[config.mk]
export PLATFORM = sky130hd
export DESIGN_NAME = network_result_voter
export DESIGN_NICKNAME = d
export VERILOG_FILES = /design/src/rtl/network_result_voter.sv
export SDC_FILE = /design/constraint.sdc
export NUM_CORES = 1
export LEC_CHECK = 0
export CAP_MARGIN = 10
export CORE_ASPECT_RATIO = 0.75
export CORE_MARGIN = 1
export CORE_UTILIZATION = 47
export CTS_CLUSTER_DIAMETER = 80
export DETAILED_ROUTE_END_ITERATION = 8
export PLACE_DENSITY = 0.8
export SETUP_SLACK_MARGIN = 0.3
export SYNTH_ARGS = -nofsm -noshare
export SYNTH_HDL_FRONTEND = slang
export SYNTH_SLANG_ARGS = --single-unit
[constraint.sdc]
create_clock -name clk -period 3.3 [get_ports clk]
set_input_delay 0.495 -clock clk [delete_from_list [all_inputs] [get_ports clk]]
set_output_delay 0.495 -clock clk [all_outputs]
set_load 0.05 [all_outputs]
[src/rtl/network_result_voter.sv]
// Samples the comparator-tree class code a fixed latency after each frame start, decodes it and debounces it.
// Optional feature macro: RESULT_HIST_EN adds a per-class histogram of confirmed words (hist_sel/hist_count).
module network_result_voter #(
  parameter int unsigned LATENCY       = 16,
  parameter int unsigned NUM_CLASSES   = 20,
  parameter int unsigned CONFIRM_COUNT = 3,
  localparam int unsigned IDX_W  = 5,
  localparam int unsigned RUN_W  = 4,
  localparam int unsigned HIST_W = 8,
  localparam int unsigned CNT_W  = $clog2(LATENCY + 1)
) (
  input  logic                   clk,
  input  logic                   rst_n,
  input  logic                   start,
  input  logic [NUM_CLASSES-1:0] network_encode_output,
`ifdef RESULT_HIST_EN
  input  logic [IDX_W-1:0]       hist_sel,
  output logic [HIST_W-1:0]      hist_count,
`endif
  output logic                   busy,
  output logic                   frame_valid,
  output logic [IDX_W-1:0]       frame_index,
  output logic                   onehot_error,
  output logic                   overrun,
  output logic                   word_confirmed,
  output logic [IDX_W-1:0]       word_index,
  output logic [RUN_W-1:0]       run_count
);

  localparam logic [CNT_W-1:0] WAIT_LOAD = CNT_W'(LATENCY - 1);
  localparam logic [RUN_W-1:0] CONFIRM_C = RUN_W'(CONFIRM_COUNT);

  typedef enum logic [1:0] {IDLE, WAIT, SAMPLE, EVAL} state_t;

  state_t                 state_q, state_d;
  logic [CNT_W-1:0]       cnt_q, cnt_d;
  logic                   pend_q, pend_d;
  logic                   overrun_d;
  logic [NUM_CLASSES-1:0] cap_q;
  logic [IDX_W-1:0]       last_index_q;
  logic                   last_valid_q;

  logic                   code_onehot;
  logic [IDX_W-1:0]       code_idx;
  logic                   same_run;
  logic [RUN_W-1:0]       run_next;
  logic                   confirm;

  // State register
  always_ff @(posedge clk) begin
    if (rst_n) begin
      state_q <= IDLE;
      cnt_q   <= '0;
      pend_q  <= 1'b0;
    end else begin
      state_q <= state_d;
      cnt_q   <= cnt_d;
      pend_q  <= pend_d;
    end
  end

  // Next state: SAMPLE is entered as the counter reaches 0, so the capture edge is start edge + LATENCY
  always_comb begin
    state_d   = state_q;
    cnt_d     = cnt_q;
    pend_d    = pend_q;
    overrun_d = 1'b0;
    unique case (state_q)
      IDLE: begin
        if (start) begin
          state_d = WAIT;
          cnt_d   = WAIT_LOAD;
        end
      end
      WAIT: begin
        if (start) begin
          overrun_d = 1'b1;
          cnt_d     = WAIT_LOAD;
        end else if (cnt_q <= CNT_W'(1)) begin
          state_d = SAMPLE;
          cnt_d   = '0;
        end else begin
          cnt_d = cnt_q - CNT_W'(1);
        end
      end
      SAMPLE: begin
        state_d = EVAL;
        if (start) begin
          overrun_d = 1'b1;
          pend_d    = 1'b1;
        end
      end
      EVAL: begin
        if (start || pend_q) begin
          state_d   = WAIT;
          cnt_d     = WAIT_LOAD;
          pend_d    = 1'b0;
          overrun_d = start;
        end else begin
          state_d = IDLE;
        end
      end
      default: state_d = IDLE;
    endcase
  end

  // One-hot decode and run-length evaluation of the captured code
  always_comb begin
    code_onehot = (cap_q != '0) && ((cap_q & (cap_q - NUM_CLASSES'(1))) == '0);
    code_idx    = '0;
    for (int i = 0; i < NUM_CLASSES; i++) begin
      if (cap_q[i]) code_idx = IDX_W'(i);
    end
    same_run = last_valid_q && (code_idx == last_index_q);
    if (!same_run)                  run_next = RUN_W'(1);
    else if (run_count == CONFIRM_C) run_next = CONFIRM_C;
    else                             run_next = run_count + RUN_W'(1);
    confirm = (run_next == CONFIRM_C) && !(same_run && (run_count == CONFIRM_C));
  end

  always_ff @(posedge clk) begin
    if (rst_n) begin
      cap_q          <= '0;
      busy           <= 1'b0;
      frame_valid    <= 1'b0;
      frame_index    <= '0;
      onehot_error   <= 1'b0;
      overrun        <= 1'b0;
      word_confirmed <= 1'b0;
      word_index     <= '0;
      run_count      <= '0;
      last_index_q   <= '0;
      last_valid_q   <= 1'b0;
    end else begin
      busy           <= (state_d != IDLE);
      overrun        <= overrun_d;
      frame_valid    <= 1'b0;
      onehot_error   <= 1'b0;
      word_confirmed <= 1'b0;
      if (state_q == SAMPLE) cap_q <= network_encode_output;
      if (state_q == EVAL) begin
        frame_valid <= 1'b1;
        if (!code_onehot) begin
          onehot_error <= 1'b1;
          run_count    <= '0;
          last_valid_q <= 1'b0;
        end else begin
          frame_index  <= code_idx;
          run_count    <= run_next;
          last_index_q <= code_idx;
          last_valid_q <= 1'b1;
          if (confirm) begin
            word_confirmed <= 1'b1;
            word_index     <= code_idx;
          end
        end
      end
    end
  end

`ifdef RESULT_HIST_EN
  logic [HIST_W-1:0] hist_q [NUM_CLASSES];

  // Saturating per-class confirmation counters with a registered read port
  always_ff @(posedge clk) begin
    if (rst_n) begin
      for (int c = 0; c < NUM_CLASSES; c++) hist_q[c] <= '0;
      hist_count <= '0;
    end else begin
      if ((state_q == EVAL) && code_onehot && confirm && (hist_q[code_idx] != '1))
        hist_q[code_idx] <= hist_q[code_idx] + HIST_W'(1);
      hist_count <= (32'(hist_sel) < NUM_CLASSES) ? hist_q[hist_sel] : '0;
    end
  end
`endif

endmodule

Word-level counts from Yosys, hierarchy flattened
Index checks and enable logic that the tools add are counted.
{"block": "classes", "addsub": 3, "order_cmp": 1, "n_eq_ne": 9, "n_mux": 42, "n_bitwise": 3, "reduce_logical": 19}
{"operator": "5-bit 2-to-1 mux", "count": 22}
{"operator": "20-bit AND", "count": 1}
{"operator": "20-bit zero test", "count": 1}
{"operator": "20-bit nonzero test", "count": 1}
{"operator": "20-bit by 1-bit subtractor with 20-bit output (second input constant)", "count": 1}
{"operator": "5-bit one-hot mux with 3 select lines", "count": 1}
{"operator": "4-bit 2-to-1 mux", "count": 3}
{"operator": "1-bit 2-to-1 mux", "count": 10}
{"operator": "3-bit AND reduction", "count": 3}
{"operator": "4-bit by 2-bit == test with 1-bit output (second input constant)", "count": 2}
{"operator": "2-bit one-hot mux with 4 select lines", "count": 1}
{"operator": "2-bit 2-to-1 mux", "count": 3}
{"operator": "2-bit != test (second input constant)", "count": 3}
{"operator": "5-bit == test", "count": 1}
{"operator": "5-bit by 1-bit <= comparator with 1-bit output (second input constant)", "count": 1}
{"operator": "5-bit by 1-bit subtractor with 5-bit output (second input constant)", "count": 1}
{"operator": "4-bit by 1-bit adder with 4-bit output (second input constant)", "count": 1}
{"operator": "2-bit == test (second input constant)", "count": 2}
{"operator": "1-bit logical AND", "count": 4}
{"operator": "1-bit one-hot mux with 2 select lines", "count": 2}
{"operator": "2-bit nonzero test", "count": 2}
{"operator": "2-bit OR reduction", "count": 2}
{"operator": "3-bit nonzero test", "count": 1}
{"operator": "3-bit OR reduction", "count": 1}
{"operator": "6 further kinds", "count": 7}
{"block": "totals", "ff_bits": 48, "inputBits": 23, "out_inout_bits": 19, "word_cells": 90}

Logic depth before layout (Yosys ltp)
{"block": "depth", "ltp_word": 25, "mapped_depth": 10, "depth_no_buf": 8}

Least setup slack after synthesis
OpenSTA, ideal clock, no wires.
{"block": "synth_timing", "kind": "flip-flop to flip-flop", "from": "register cap_q[4]", "to": "register word_index[1]", "setup_ns": 0.121, "arrival_ns": 2.448, "t_required_ns": 3.179, "slack_ns": 0.731, "path_stages_with_launch": 10, "path_buffers": 2, "synth_period_minus_slack_ns": 2.569, "path_cell_list": "dfxtp_1 buf_6 or4_4 or3_1 o21ai_1 a31oi_1 nor3_4 and4_1 buf_6 mux2_4"}
{"block": "synth_via", "elab_chain_cells": 22, "word_cells_on_any_way": 29, "classes_between": "add/sub: 1; eq/ne: 2; mux: 17; bitwise: 1; reduce/logical: 8"}
{"item": "from (decl)", "line_no": "39", "rtl": "logic [NUM_CLASSES-1:0] cap_q;"}
{"item": "from (signal assigned)", "line_no": "140", "rtl": "if (state_q == SAMPLE) cap_q <= network_encode_output;"}
{"item": "5-bit 2-to-1 mux (16 in a row)", "line_no": "112", "rtl": "if (cap_q[i]) code_idx = IDX_W'(i);"}
{"item": "5-bit == test", "line_no": "114", "rtl": "same_run = last_valid_q && (code_idx == last_index_q);"}
{"item": "1-bit logical AND", "line_no": "114"}
{"item": "4-bit 2-to-1 mux / 1-bit logical AND (equally long branches)", "line_no": "115, 118"}
{"item": "4-bit by 2-bit == test with 1-bit output / 1-bit zero test (equally long branches)", "line_no": "118", "rtl": "confirm = (run_next == CONFIRM_C) && !(same_run && (run_count == CONFIRM_C));"}
{"item": "1-bit logical AND", "line_no": "118"}
{"item": "3-bit AND reduction (no line)"}
{"item": "to (signal assigned)", "line_no": "154", "rtl": "word_index <= code_idx;"}
{"item": "to (decl)", "line_no": "26", "rtl": "output logic [IDX_W-1:0] word_index,"}
Parallel ways exist; a longest one is shown, timed or not.
A chain may end at the register's enable or synchronous reset.

Final worst setup path
{"block": "layout_timing", "from": "register cap_q[8]", "to": "register word_index[4]"}
{"block": "layout_via", "elab_chain_cells": 18, "word_cells_on_any_way": 25, "classes_between": "add/sub: 1; eq/ne: 2; mux: 13; bitwise: 1; reduce/logical: 8"}
{"item": "5-bit 2-to-1 mux (12 in a row)", "line_no": "112"}
{"item": "5-bit == test", "line_no": "114"}
{"item": "1-bit logical AND", "line_no": "114"}
{"item": "4-bit 2-to-1 mux / 1-bit logical AND (equally long branches)", "line_no": "115, 118"}
{"item": "4-bit by 2-bit == test with 1-bit output / 1-bit zero test (equally long branches)", "line_no": "118"}
{"item": "1-bit logical AND", "line_no": "118"}
{"item": "3-bit AND reduction (no line)"}
Parallel ways exist; a longest one is shown, timed or not.

==> results.yml <==
cells_and_area:
  fill_cells: 510
  area_growth_pct: 20.4
  diodes: 0
  regArea_um2: 961
  multi_input_area_um2: 1510
  design_area_um2: 3140
  layout-drive-gt1-share_pct: 5.73
  nets: 383
yosys:
  synth_top_flop_cell: "dfxtp_1"
  syn-instance-count: 318
  async_flop_share_pct: 0
  netlist.area_leader.share_pct: 36.8
  ys_types: 51
  syn_area_um2: 2610
  synth_enable_flop_cells: 0
  ys_seq_elements: 48
  avgSynthCellArea_um2: 8.21
  yosysTopAreaCell: "dfxtp_1"
  yosysSeqAreaShare_pct: 36.8
  synth_warnings: 0
  synth_common_cells: "nor2_1 (57), dfxtp_1 (48), mux2i_1 (24), nand2_1 (23), a21oi_1 (20)"
  ys_top_cells_by_area: "dfxtp_1 (37%), mux2i_1 (9.2%), nor2_1 (8.2%), ha_1 (4.3%), a21oi_1 (3.8%)"
  yosysMostFrequentCell: "nor2_1"
  synth_nets: 350
power:
  finalPower_uw: 1090
  leakage_uw: 0.00113
  power_density_nw_per_um2: 346
  irDropWorstVdd_mv: 0.226
floorplanning:
  start_util_pct: 48.8
  fp.dieH_um: 66.5
  core_um2: 5350
  ios: 42
  die_w_um: 88.1
  rows: 23
  die_area_um2: 5860
sta:
  fmax_ghz: 0.373
  setup_viol: 0
  min_period_ns: 2.68
  finalMaxSlewViolations: 0
  slew_headroom_pct: 53.2
  rsz0062_at_grt: "false"
  worst_pin_slew_ns: 0.699
  setup_ws_ns: 0.617
  fin_crit_sh_pct: 81.3
  finalClockSkew_ns: 0.00356
  tns_ns: 0
  hold_viol_final: 0
clock_tree:
  cts_resized: 0
  cts_hold_buf: 0
  htree_levels: 2
  cts_tree: "built"
  cts_max_path_buffers: 2
  clkTransAtPathRegs_ns: 0.08
  cts.sinks: 48
  clk_latency_ns: 0.30
  cts_setup_buffers: 0
  root_buffer: "clkbuf_8"
  cts_made_buffers: 5
critical_path:
  startpoint: "cap_q[8]$_SDFFE_PP0P_"
  rr_startpoint: "cap_q[8]$_SDFFE_PP0P_"
  reg2reg_to: "word_index[4]$_SDFFE_PP0P_"
  crit_path_start_kind: "register"
  worst_r2r_path_depth: 7
  critPathRequiredTime_ns: 3.50
  cp-endpoint: "word_index[4]$_SDFFE_PP0P_"
  cp_cell_sequence: "or4_1 -> o21ai_0 -> nand2_1 -> xor2_1 -> and4_1 -> and4_1 -> mux2_4"
  end_kind: "register"
  cpMostUsedCell: "and4_1"
  worstSetupPathType: "register to register"
  ff2ff_setup_slack_ns: 0.62
  worst-path-max-fanout: 7
  slowest_delay_ns: 0.61
  critPathSlowestCell: "or4_1"
  worstPathArrival_ns: 2.88
outcome:
  status: "finished clean"
place:
  port_buffers: 41
  dpl.hpwl_um: 4190
  dpl_cell_area_um2: 3070
  place_ws_ns: 0.650
  place_congestion: 0.880
global_route:
  grt_max_degree: 25
  grt_first_pass_wirelength_um: 9750
  grt_use_total_pct: 21.7
  antenna_found_initial: 0
  overflow: 0
  grt_pass1_vias: 2126
routing:
  drc: 0
  drtIter0Drc: 157
  antenna_left: 0
  totalWireLength_um: 5810
  firstDrtPassIters: 4
  wire_per_inst_um: 13.7
  dr_total_vias: 2305
  routed_via_density: 5.44
flow_run:
  max_cap_violations: 0
hold_path:
  min_path_type: "register to register"
## flip-flops by register name, indices dropped and copies added, names as in the netlist
signal          flops
last_index_q        5
cnt_q               5
pend_q              1
onehot_error        1
word_confirmed      1
cap_q              20
busy                1
run_count           4
last_valid_q        1
word_index          5
overrun             1
state_q             2
frame_valid         1
## worst max-delay path: cells and delay by family, from the launching register on
family,cells,cell delay [ns]
mux,1,0.33
simple gates,4,1.46
flops,1,0.37
xor+xnor,1,0.15
compound gates,1,0.27
## per-stage QoR
step                hold WS [ns]  cells  util [%]
global route               0.500    424      58.7
detailed placement         0.470    419      57.4
global placement           0.459    419      57.4
finish                     0.478    424      58.7
floorplan                  0.445    318         -
CTS                        0.482    424      58.7
## worst min-delay path by stage
stage,end,slack (ns),depth (start not counted),from
detailed placement,cnt_q[4]$_SDFFE_PP0P_,0.47,2,cnt_q[4]$_SDFFE_PP0P_
floorplan,cnt_q[4]$_SDFFE_PP0P_,0.44,2,cnt_q[4]$_SDFFE_PP0P_
CTS,cnt_q[4]$_SDFFE_PP0P_,0.48,2,cnt_q[4]$_SDFFE_PP0P_
global route,word_index[3]$_SDFFE_PP0P_,0.50,2,word_index[3]$_SDFFE_PP0P_
finish,cnt_q[4]$_SDFFE_PP0P_,0.48,2,cnt_q[4]$_SDFFE_PP0P_
global placement,cnt_q[4]$_SDFFE_PP0P_,0.46,2,cnt_q[4]$_SDFFE_PP0P_
## kinds of logic (layout without fill, tap and decap cells)
kind of cell	after synthesis	count (layout)	synth area share, %
fa+ha+maj	11	11	5.08
xor+xnor	2	2	0.671
buf+inv	31	62	5.18
simple gates	138	138	26.4
compound gates	61	61	15.0
mux	27	27	10.9
flops	48	48	36.8
## routing by layer
layer  track usage, %  up-vias  part of all wire (%)
li1                 -     1184                     -
met1             30.2     1055                    51
met2             33.1       59                    42
met3             4.96        7                   5.6
met4             7.46        0                   1.2
met5                0        -                     0
## report_power, final
part | switching, uW | total [uW] | internal [uW] | leakage, uW
clock network | 188 | 325 | 137 | 0.0000359
registers | 12.5 | 604 | 591 | 0.000388
logic | 84.6 | 157 | 72.5 | 0.000708
total | 285 | 1090 | 801 | 0.00113
## layout make-up
class	instances	area share [%]
timing repair buffer	47	14.9
inverter	10	1.19
tap	75	2.99
multi-input combinational	239	48.2
sequential	48	30.6
clock buffer	5	2.19
## cell usage in the layout (no fill, tap or decap), types with 2 or more instances in the layout
| cell type | synthesis | routed |
|---|---|---|
| a211o_1 | 2 | 2 |
| a21oi_1 | 20 | 20 |
| a221oi_1 | 3 | 3 |
| a22oi_1 | 3 | 3 |
| a31oi_1 | 2 | 2 |
| and4_1 | 2 | 2 |
| buf_4 | 0 | 5 |
| clkbuf_8 | 0 | 5 |
| clkdlybuf4s50_1 | 0 | 41 |
| dfxtp_1 | 48 | 48 |
| ha_1 | 9 | 9 |
| inv_1 | 10 | 10 |
| maj3_1 | 2 | 2 |
| mux2_4 | 3 | 3 |
| mux2i_1 | 24 | 24 |
| nand2_1 | 23 | 23 |
| nand2b_1 | 8 | 8 |
| nand3_1 | 4 | 4 |
| nand3b_1 | 2 | 2 |
| nand4_1 | 2 | 2 |
| nor2_1 | 57 | 57 |
| nor2b_1 | 6 | 6 |
| nor3_1 | 9 | 9 |
| nor4_1 | 5 | 5 |
| nor4b_1 | 3 | 3 |
| o2111ai_1 | 3 | 3 |
| o21a_1 | 2 | 2 |
| o21ai_0 | 12 | 12 |
| o22ai_1 | 2 | 2 |
| or3_1 | 7 | 7 |
| or4_1 | 3 | 3 |
| or4_4 | 2 | 2 |
| xor2_1 | 2 | 2 |
(Power assumes the default switching activity.)
